==> src/rtl/fft16_pkg.sv <==
// Shared types, constants and twiddle-index helper for the 16-point radix-2 FFT control.
package fft16_pkg;

    typedef enum logic [1:0] {
        IDLE = 2'd0,
        RUN  = 2'd1,
        DONE = 2'd2
    } state_e;

    localparam int unsigned FFT_N    = 16;
    localparam int unsigned NUM_BFLY = 8;
    localparam int unsigned TW_IDX_W = 3;
    localparam int unsigned STAGE_W  = 2;
    localparam int unsigned TW_BUS_W = NUM_BFLY * TW_IDX_W;

    // Butterfly b in stage s uses twiddle (b mod 2^s) scaled to the 8-entry ROM.
    function automatic logic [TW_IDX_W-1:0] tw_index(input logic [STAGE_W-1:0] stage,
                                                     input logic [TW_IDX_W-1:0] b);
        logic [TW_IDX_W-1:0] mask;
        mask = TW_IDX_W'((32'd1 << stage) - 32'd1);
        return TW_IDX_W'((b & mask) << (TW_IDX_W - 32'(stage)));
    endfunction

endpackage

==> src/rtl/fft16_stage_ctrl_if.sv <==
// Handshake and datapath-control bundle between the FFT sequencer and its datapath.
interface fft16_stage_ctrl_if;
    import fft16_pkg::*;

    logic                i_in_valid;
    logic                o_in_ready;
    logic                o_load;
    logic [STAGE_W-1:0]  o_mux_sel;
    logic [TW_BUS_W-1:0] o_tw_idx;
    logic                o_wb_en;
    logic                o_out_valid;
    logic                i_out_ready;

    modport master (
        input  i_in_valid, i_out_ready,
        output o_in_ready, o_load, o_mux_sel, o_tw_idx, o_wb_en, o_out_valid
    );

    modport slave (
        output i_in_valid, i_out_ready,
        input  o_in_ready, o_load, o_mux_sel, o_tw_idx, o_wb_en, o_out_valid
    );

endinterface

==> src/rtl/fft16_tw_idx_gen.sv <==
// Packs the eight per-butterfly twiddle indices for the current stage; zero when not running.
module fft16_tw_idx_gen
    import fft16_pkg::*;
(
    input  logic [STAGE_W-1:0]  i_stage,
    input  logic                i_run,
    output logic [TW_BUS_W-1:0] o_tw_idx
);

    always_comb begin
        o_tw_idx = '0;
        if (i_run) begin
            for (int unsigned b = 0; b < NUM_BFLY; b++) begin
                o_tw_idx[b*TW_IDX_W +: TW_IDX_W] = tw_index(i_stage, TW_IDX_W'(b));
            end
        end
    end

endmodule

==> src/rtl/fft16_stage_ctrl.sv <==
// Sequencer for the 16-point FFT: accepts a frame, steps the shared butterflies through
// each stage with a fixed result latency, then holds the result until downstream takes it.
module fft16_stage_ctrl
    import fft16_pkg::*;
#(
    parameter int unsigned STAGES   = 4,
    parameter int unsigned BFLY_LAT = 2,
    parameter int unsigned CNT_W    = 8
) (
    input  logic               i_clk,
    input  logic               i_rst,
    fft16_stage_ctrl_if.master if_ctl,
    output logic               o_busy,
    output logic [CNT_W-1:0]   o_frame_cnt
);

    localparam int unsigned        LAT_W      = (BFLY_LAT > 1) ? $clog2(BFLY_LAT) : 1;
    localparam logic [LAT_W-1:0]   LAT_LAST   = LAT_W'(BFLY_LAT - 1);
    localparam logic [STAGE_W-1:0] STAGE_LAST = STAGE_W'(STAGES - 1);

    state_e              r_state;
    logic [STAGE_W-1:0]  r_stage;
    logic [LAT_W-1:0]    r_lat_cnt;
    logic [CNT_W-1:0]    r_frame_cnt;

    state_e              w_state_nxt;
    logic [STAGE_W-1:0]  w_stage_nxt;
    logic [LAT_W-1:0]    w_lat_nxt;
    logic [CNT_W-1:0]    w_cnt_nxt;
    logic                w_lat_last;
    logic                w_run;
    logic [TW_BUS_W-1:0] w_tw_idx;

    assign w_lat_last = (r_lat_cnt == LAT_LAST);

    always_ff @(posedge i_clk) begin
        if (i_rst) begin
            r_state     <= IDLE;
            r_stage     <= '0;
            r_lat_cnt   <= '0;
            r_frame_cnt <= '0;
        end else begin
            r_state     <= w_state_nxt;
            r_stage     <= w_stage_nxt;
            r_lat_cnt   <= w_lat_nxt;
            r_frame_cnt <= w_cnt_nxt;
        end
    end

    always_comb begin
        w_state_nxt = r_state;
        w_stage_nxt = r_stage;
        w_lat_nxt   = r_lat_cnt;
        w_cnt_nxt   = r_frame_cnt;
        case (r_state)
            IDLE: begin
                if (if_ctl.i_in_valid) begin
                    w_state_nxt = RUN;
                    w_stage_nxt = '0;
                    w_lat_nxt   = '0;
                end
            end
            RUN: begin
                if (w_lat_last) begin
                    w_lat_nxt = '0;
                    if (r_stage == STAGE_LAST) begin
                        w_state_nxt = DONE;
                        w_stage_nxt = '0;
                    end else begin
                        w_stage_nxt = r_stage + STAGE_W'(1);
                    end
                end else begin
                    w_lat_nxt = r_lat_cnt + LAT_W'(1);
                end
            end
            DONE: begin
                if (if_ctl.i_out_ready) begin
                    w_state_nxt = IDLE;
                    w_cnt_nxt   = r_frame_cnt + CNT_W'(1);
                end
            end
            default: w_state_nxt = IDLE;
        endcase
    end

    // Outputs decode the registered state but are forced low while reset is asserted.
    always_comb begin
        if_ctl.o_in_ready  = 1'b0;
        if_ctl.o_load      = 1'b0;
        if_ctl.o_mux_sel   = '0;
        if_ctl.o_wb_en     = 1'b0;
        if_ctl.o_out_valid = 1'b0;
        o_busy             = 1'b0;
        w_run              = 1'b0;
        if (!i_rst) begin
            case (r_state)
                IDLE: begin
                    if_ctl.o_in_ready = 1'b1;
                    if_ctl.o_load     = if_ctl.i_in_valid;
                end
                RUN: begin
                    if_ctl.o_mux_sel = r_stage;
                    if_ctl.o_wb_en   = w_lat_last;
                    o_busy           = 1'b1;
                    w_run            = 1'b1;
                end
                DONE: begin
                    if_ctl.o_out_valid = 1'b1;
                    o_busy             = 1'b1;
                end
                default: ;
            endcase
        end
    end

    fft16_tw_idx_gen u_tw_idx_gen (
        .i_stage  (r_stage),
        .i_run    (w_run),
        .o_tw_idx (w_tw_idx)
    );

    assign if_ctl.o_tw_idx = w_tw_idx;
    assign o_frame_cnt     = i_rst ? '0 : r_frame_cnt;

endmodule

==> src/flat_wrapper.sv <==
// flat-port wrapper written by rule: the top's interface ports become plain ports
module fft16_stage_ctrl_flat import fft16_pkg::*;
#(
    parameter int unsigned STAGES   = 4,
    parameter int unsigned BFLY_LAT = 2,
    parameter int unsigned CNT_W    = 8
)
  (i_clk, i_rst, o_busy, o_frame_cnt, if_ctl_i_in_valid, if_ctl_i_out_ready, if_ctl_o_in_ready, if_ctl_o_load, if_ctl_o_mux_sel, if_ctl_o_tw_idx, if_ctl_o_wb_en, if_ctl_o_out_valid);
  fft16_stage_ctrl_if if_ctl_i ();
  input  logic i_clk;
  input  logic i_rst;
  output logic o_busy;
  output logic [CNT_W-1:0] o_frame_cnt;
  input wire logic [$bits(if_ctl_i.i_in_valid)-1:0] if_ctl_i_in_valid;
  input wire logic [$bits(if_ctl_i.i_out_ready)-1:0] if_ctl_i_out_ready;
  output wire logic [$bits(if_ctl_i.o_in_ready)-1:0] if_ctl_o_in_ready;
  output wire logic [$bits(if_ctl_i.o_load)-1:0] if_ctl_o_load;
  output wire logic [$bits(if_ctl_i.o_mux_sel)-1:0] if_ctl_o_mux_sel;
  output wire logic [$bits(if_ctl_i.o_tw_idx)-1:0] if_ctl_o_tw_idx;
  output wire logic [$bits(if_ctl_i.o_wb_en)-1:0] if_ctl_o_wb_en;
  output wire logic [$bits(if_ctl_i.o_out_valid)-1:0] if_ctl_o_out_valid;
  assign if_ctl_i.i_in_valid = if_ctl_i_in_valid;
  assign if_ctl_i.i_out_ready = if_ctl_i_out_ready;
  assign if_ctl_o_in_ready = if_ctl_i.o_in_ready;
  assign if_ctl_o_load = if_ctl_i.o_load;
  assign if_ctl_o_mux_sel = if_ctl_i.o_mux_sel;
  assign if_ctl_o_tw_idx = if_ctl_i.o_tw_idx;
  assign if_ctl_o_wb_en = if_ctl_i.o_wb_en;
  assign if_ctl_o_out_valid = if_ctl_i.o_out_valid;
  fft16_stage_ctrl #(.STAGES(STAGES), .BFLY_LAT(BFLY_LAT), .CNT_W(CNT_W)) u_core (.i_clk(i_clk), .i_rst(i_rst), .if_ctl(if_ctl_i), .o_busy(o_busy), .o_frame_cnt(o_frame_cnt));
endmodule
==> config.mk <==
export PLATFORM = sky130hd
export DESIGN_NAME = fft16_stage_ctrl_flat
export DESIGN_NICKNAME = d
export VERILOG_FILES = /design/src/rtl/fft16_pkg.sv /design/src/rtl/fft16_stage_ctrl_if.sv /design/src/rtl/fft16_tw_idx_gen.sv /design/src/rtl/fft16_stage_ctrl.sv /design/src/flat_wrapper.sv
export SDC_FILE = /design/constraint.sdc
export NUM_CORES = 1
export LEC_CHECK = 0
export CAP_MARGIN = 10
export CORE_MARGIN = 2
export CORE_UTILIZATION = 35
export DETAILED_ROUTE_END_ITERATION = 12
export PLACE_DENSITY = 0.78
export SYNTH_ARGS = -nofsm -noshare
export SYNTH_HDL_FRONTEND = slang
export SYNTH_SLANG_ARGS = --single-unit
==> constraint.sdc <==
create_clock -name i_clk -period 1.7 [get_ports i_clk]
set_clock_uncertainty 0.2 [all_clocks]
set_input_delay 0.255 -clock i_clk [delete_from_list [all_inputs] [get_ports i_clk]]
set_output_delay 0.255 -clock i_clk [all_outputs]
set_load 0.01 [all_outputs]
* Yosys cells after proc, flatten, opt, wreduce, memory -nomap -nowiden
Index checks and enable logic that the tools add are counted.
Word-level totals: register bits after elaboration 13, input port bits 4, output and inout bits 39, word-level logic and storage cells 60
Operators by class: add/sub/neg operators 5, eq/ne operators 7, shift operators 9, muxes and demuxes 28, reductions and logical operators 7
Operators with widths (number):
- $shl A3 B32 Y3 | 4
- $shl A2 B32 Y3 | 2
- $shl A1 B32 Y3 | 1
- $shl A1 B32 Y3 const A | 1
- $mux W24 | 1
- $mux W2 | 9
- $mux W1 | 14
- $add A8 B1 Y8 const B | 1
- $mux W8 | 1
- $pmux W2 S3 | 1
- $eq A2 B2 Y1 const B | 2
- $ne A2 B1 Y1 const B | 2
- $ne A2 B2 Y1 const B | 2
- $pmux W2 S2 | 1
- $reduce_and A2 Y1 | 2
- $reduce_and A4 Y1 | 1
- $reduce_and A3 Y1 | 1
- $shl A1 B2 Y3 const A | 1
- $sub A2 B2 Y3 const A | 1
- $sub A3 B1 Y3 const B | 1
- $add A2 B1 Y2 const B | 1
- $eq A2 B1 Y1 const B | 1
- $logic_not A2 Y1 | 1
- $pmux W1 S2 | 1
- 3 further kinds | 3

* Logic depth before layout (Yosys ltp)
depth after elaboration 4, gate-level depth with buffers 6, gate-level depth less buffers 5

* By module
From an unflattened synthesis, not the netlist that was laid out.
Unflattened totals: cells, all modules 119, area, all modules 1022.2 µm²
Modules (own cells, without submodules):
- fft16_stage_ctrl | instances 1, cells each 88, area an instance 779.5 µm²
- fft16_tw_idx_gen | instances 1, cells each 31, area an instance 242.7 µm²

* Worst setup path after synthesis
No wires, ideal clock.
path type reg2out, start register u_core.r_state[1], end output port if_ctl_o_tw_idx[20], arrival time 1.428 ns, data required time 1.245 ns, slack -0.183 ns, cell stages (with the launch flop) 7, cells stage by stage dfxtp_1 > inv_1 > ha_1 > nor2b_1 > and2_1 > o21a_1 > buf_4
Between the ends: word-level cells in the longest chain between the ends 4
Ends and longest elaborated chain:
- from (decl) | line fft16_stage_ctrl.sv:21 | state_e r_state;
- from (signal assigned) | line fft16_stage_ctrl.sv:43 | r_state <= w_state_nxt;
- $eq A2 B1 Y1 | line fft16_stage_ctrl.sv:96 | case (r_state)
- $mux W1 | line fft16_stage_ctrl.sv:96
- $mux W1 | line fft16_stage_ctrl.sv:95 | if (!i_rst) begin
- $mux W24 | line fft16_tw_idx_gen.sv:12 | if (i_run) begin
- to (decl) | line flat_wrapper.sv:19 | output wire logic [$bits(if_ctl_i.o_tw_idx)-1:0] if_ctl_o_tw_idx;
Every way passes these cells.

* Worst setup path in the final report
start register u_core.r_state[0], end register u_core.r_stage[0]
Between the ends: word-level cells in the longest chain between the ends 3, elaborated cells between the ends (all ways) 7, those cells by class eq/ne (3); mux (1); reduce/logical (3)
Ends and longest elaborated chain:
- $eq A2 B1 Y1 / $logic_not A2 Y1 (equally long branches) | line fft16_stage_ctrl.sv:55 | case (r_state)
- $ne A2 B1 Y1 (no line) (tied with other cells)
- $reduce_and A3 Y1 (no line)
- to (signal assigned) | line fft16_stage_ctrl.sv:44 | r_stage <= w_stage_nxt;
- to (decl) | line fft16_stage_ctrl.sv:22 | logic [STAGE_W-1:0] r_stage;
Parallel ways exist; a longest one is shown, timed or not. A chain may end at the register's enable or synchronous reset.

==> metrics.log <==
[metrics] Synth async-reset ratio: 0%
[metrics] number of cells produced by synthesis: 127
[metrics] via count of the first global-routing pass: between 900 and 1,000
[metrics] post-route DRC violation count: 0
[metrics] clock-pin slew of the registers on the worst-case setup and hold paths: ~0.09 ns
[metrics] pin count of the biggest net entering global routing: 19
[metrics] violations in the final reports: negative setup slack
[metrics] min cycle time layout: between 1.5 and 2 ns
[metrics] adder-cell area share of the yosys netlist: around an eighth
[metrics] run status: finished, violations left
[metrics] final hold vios: 0
[metrics] slowest cell on the critical path: sky130_fd_sc_hd__or4_4
[metrics] starting utilization of the core area: around 37%
[metrics] cell total after placement: ~200
[metrics] std cell rows: 19
[metrics] post-route setup TNS: -3.728 ns
[metrics] cell types occupying the most area after synthesis: sky130_fd_sc_hd__dfxtp_1 25%, sky130_fd_sc_hd__ha_1 13%, sky130_fd_sc_hd__buf_4 12%
[metrics] mux cell area share after synthesis: 5.042%
[metrics] H-tree Lvls: 1
[metrics] Congestion Overflow GR: 0
[metrics] initial antenna violation count: 0
[metrics] clock insertion delay at the later pin of the skew report: 0.28 ns
[metrics] data arrival time of the worst path: between 1.5 and 2 ns
[metrics] horizontal die dimension: 58.57 µm
[metrics] Crit Path Class: reg -> reg
[metrics] post-synthesis share of cell area spent on and, or, nand and nor gates: roughly 29%
[metrics] total wire length after detailed routing: about 2.9 mm
[metrics] required time at the endpoint of the critical path: 1.72 ns
[metrics] number of maximum-capacitance violations: 0
[metrics] share of the synthesized area in the top cell type: 24.97%
[metrics] prevailing post-synth register cell: sky130_fd_sc_hd__dfxtp_1
[metrics] number of buffers added by the clock tree synthesis step: 3
[metrics] RSZ-0062 raised after global routing: true
[metrics] maximum fanout count along the critical path: 3
[metrics] Routed WL per cell: ~13 µm
[metrics] routability-driven placement congestion ratio: roughly 0.82
[metrics] maximum vdd drop: roughly 0.71 mV
[metrics] Util after Layout: 62.71%
[metrics] Layout Nets: slightly below 200
[metrics] flop and latch count out of synthesis: 13
[metrics] area delta synth->final: 67.35%
[metrics] Pre-antenna DRT Iters: 4
[metrics] cells along the critical path: buf_6, buf_6, ha_4, buf_4, or2b_1, or4_4, a21oi_2
[metrics] average cell area after synthesis: 8.207 µm²
[metrics] half-perimeter wire length after placement: 1.958 mm
[metrics] CP Capture Type: flop
[metrics] full die area: ~3400 µm²
[metrics] total number of vias: 1,051
[metrics] cell with the most instances on the worst path: sky130_fd_sc_hd__buf_6
[metrics] count of hold-fix buffers inserted at cts: 0
[metrics] leakage power total: ~0.80 nW
[metrics] largest area contributor in the synthesized netlist: sky130_fd_sc_hd__dfxtp_1
[metrics] sink count of the clock tree: 13
[metrics] period utilisation layout: 112.1%
[metrics] total of endpoints with negative setup slack in the final report: 25
[metrics] antenna cells: 0
[metrics] count of flip-flops with a built-in enable after synthesis: 0
[metrics] Yosys warning total: 0
[metrics] post-synthesis compound-gate area fraction: 11.04%
[metrics] Die Span Y: around 60 µm
[metrics] Port Buffer Count: 35
[metrics] clock tree from TritonCTS: built
[metrics] first-pass GRT wire length: roughly 4.4 mm
[metrics] combinational family with the most area after synthesis: simple AND/OR/NAND/NOR gates
[metrics] commonest cells in the netlist: 17 x sky130_fd_sc_hd__buf_4, 15 x sky130_fd_sc_hd__nor2b_1, 13 x sky130_fd_sc_hd__dfxtp_1
[metrics] Post-Syn Area: 1042 µm²
[metrics] top-level I/O count: 43
[metrics] Vias per Instance: roughly 4.9
[metrics] synthesized-area fraction occupied by xor and xnor cells: under 10%
[metrics] highest achievable clock rate: 524.6 MHz
[metrics] setup ws final: -0.2060 ns
[metrics] CP Buf/Inv Count: 3
[metrics] final slew viol count: 0
[metrics] Largest delay share family, worst path: simple AND/OR/NAND/NOR gates
[metrics] pwr dens: 1023 nW/µm²
[metrics] share of synthesized area occupied by flip-flops and latches: between 20% and 30%
[metrics] count of cell types in the netlist: 30
[metrics] startpoint type of the worst setup path: flop
[metrics] Root Driver: sky130_fd_sc_hd__clkbuf_4
[metrics] overall routing resource usage: 16.46%
[metrics] DRC marker count from the first detailed-route iteration: 7
[metrics] maximum buffer depth of the clock tree: 2
[metrics] Routed Antenna Nets: 0
[metrics] non-filler instance count after layout: 214
[metrics] final worst hold slack: 0.3342 ns
[metrics] filler cell count: 231
[metrics] fraction of final layout cells with drive strength greater than 1: between 40% and 50%
[metrics] type of the worst min-delay path: reg -> reg
[metrics] Core Area: 2781 µm²
[metrics] cell with the most instances after synthesis: sky130_fd_sc_hd__buf_4
[metrics] slowest stage delay, CP: ~0.48 ns
## kinds of logic after synthesis
group,Yosys count
xor gates and xnor gates,2
other,1
DFF,13
buffers and inverters,23
muxes,5
and+or+nand+nor,53
AOI/OAI and AO/OA,19
adders and majority gates,11
## stage by stage
step                      setup slack, ns  cell area [µm²]  power [mW]
after floorplan                  -0.03445             1075      0.7702
after global placement            -0.5262             1501       1.139
after detailed placement          -0.5982             1501       1.171
after CTS                         -0.2161             1595       1.575
after global routing              -0.2619             1744       1.896
final                             -0.2060             1744       1.784
## repair_timing
item | CTS | global route
cloned | 0 | 0
resized for setup | 139 | 30
endpoints found under the setup margin | 42 | 35
buffers inserted | 5 | 2
pin swaps | 12 | 10
## layout by cell type (no fill, tap or decap), drive strengths merged, types with 3 or more instances in the layout
cell	Yosys	routed
a21oi	8	8
and2	7	7
buf	18	53
clkbuf	1	4
conb	1	7
dfxtp	13	13
dlygate4sd2	0	9
ha	11	11
inv	4	4
mux2i	3	3
nand2	8	8
nand3	4	4
nand4	3	3
nor2	6	6
nor2b	15	15
o21ai	4	4
o31ai	3	3
## area by class of cell
type | instances | area, µm² | share of cell area [%]
flip-flops and latches | 13 | 262.8 | 15.06
well taps | 31 | 38.79 | 2.224
inverters | 4 | 17.52 | 1.004
multi-input cells | 97 | 833.3 | 47.78
repair buffers | 65 | 565.5 | 32.42
clock buffers | 4 | 26.28 | 1.506
## tightest hold or removal path, cell delays in order, from the launching register on
cell                      delay, ns
sky130_fd_sc_hd__dfxtp_1       0.36
sky130_fd_sc_hd__o31ai_1       0.08
sky130_fd_sc_hd__a21oi_1       0.06
## registers in the layout, summed over array words and instances (netlist names)
signal	cells
u_core.r_state	2
u_core.r_stage	2
u_core.r_lat_cnt	1
u_core.r_frame_cnt	8
## power by group
group	switching (mW)	total (mW)	internal [mW]
sequential	0.0366	0.381	0.344
clock	0.109	0.200	0.0910
combinational	0.505	1.20	0.698
total	0.650	1.78	1.13
## worst paths after layout
kind / startpoint / endpoint / slack [ns] / depth (start not counted)
worst max-delay path: u_core.r_state[0] / u_core.r_stage[0] / -0.21 / 7
worst min-delay path: u_core.r_frame_cnt[5] / u_core.r_frame_cnt[5] / 0.33 / 2
worst max register to register: u_core.r_state[0] / u_core.r_stage[0] / -0.21 / 7
worst min register to register: u_core.r_frame_cnt[5] / u_core.r_frame_cnt[5] / 0.33 / 2
## metal layers
metal	GRT usage (%)	part of all wire (%)	vias up
li1	-	-	518
met1	17.88	37	496
met2	30.98	57	35
met3	1.978	6.2	2
met4	8.442	0.42	0
met5	0	0	-
(Power assumes the default switching activity.)
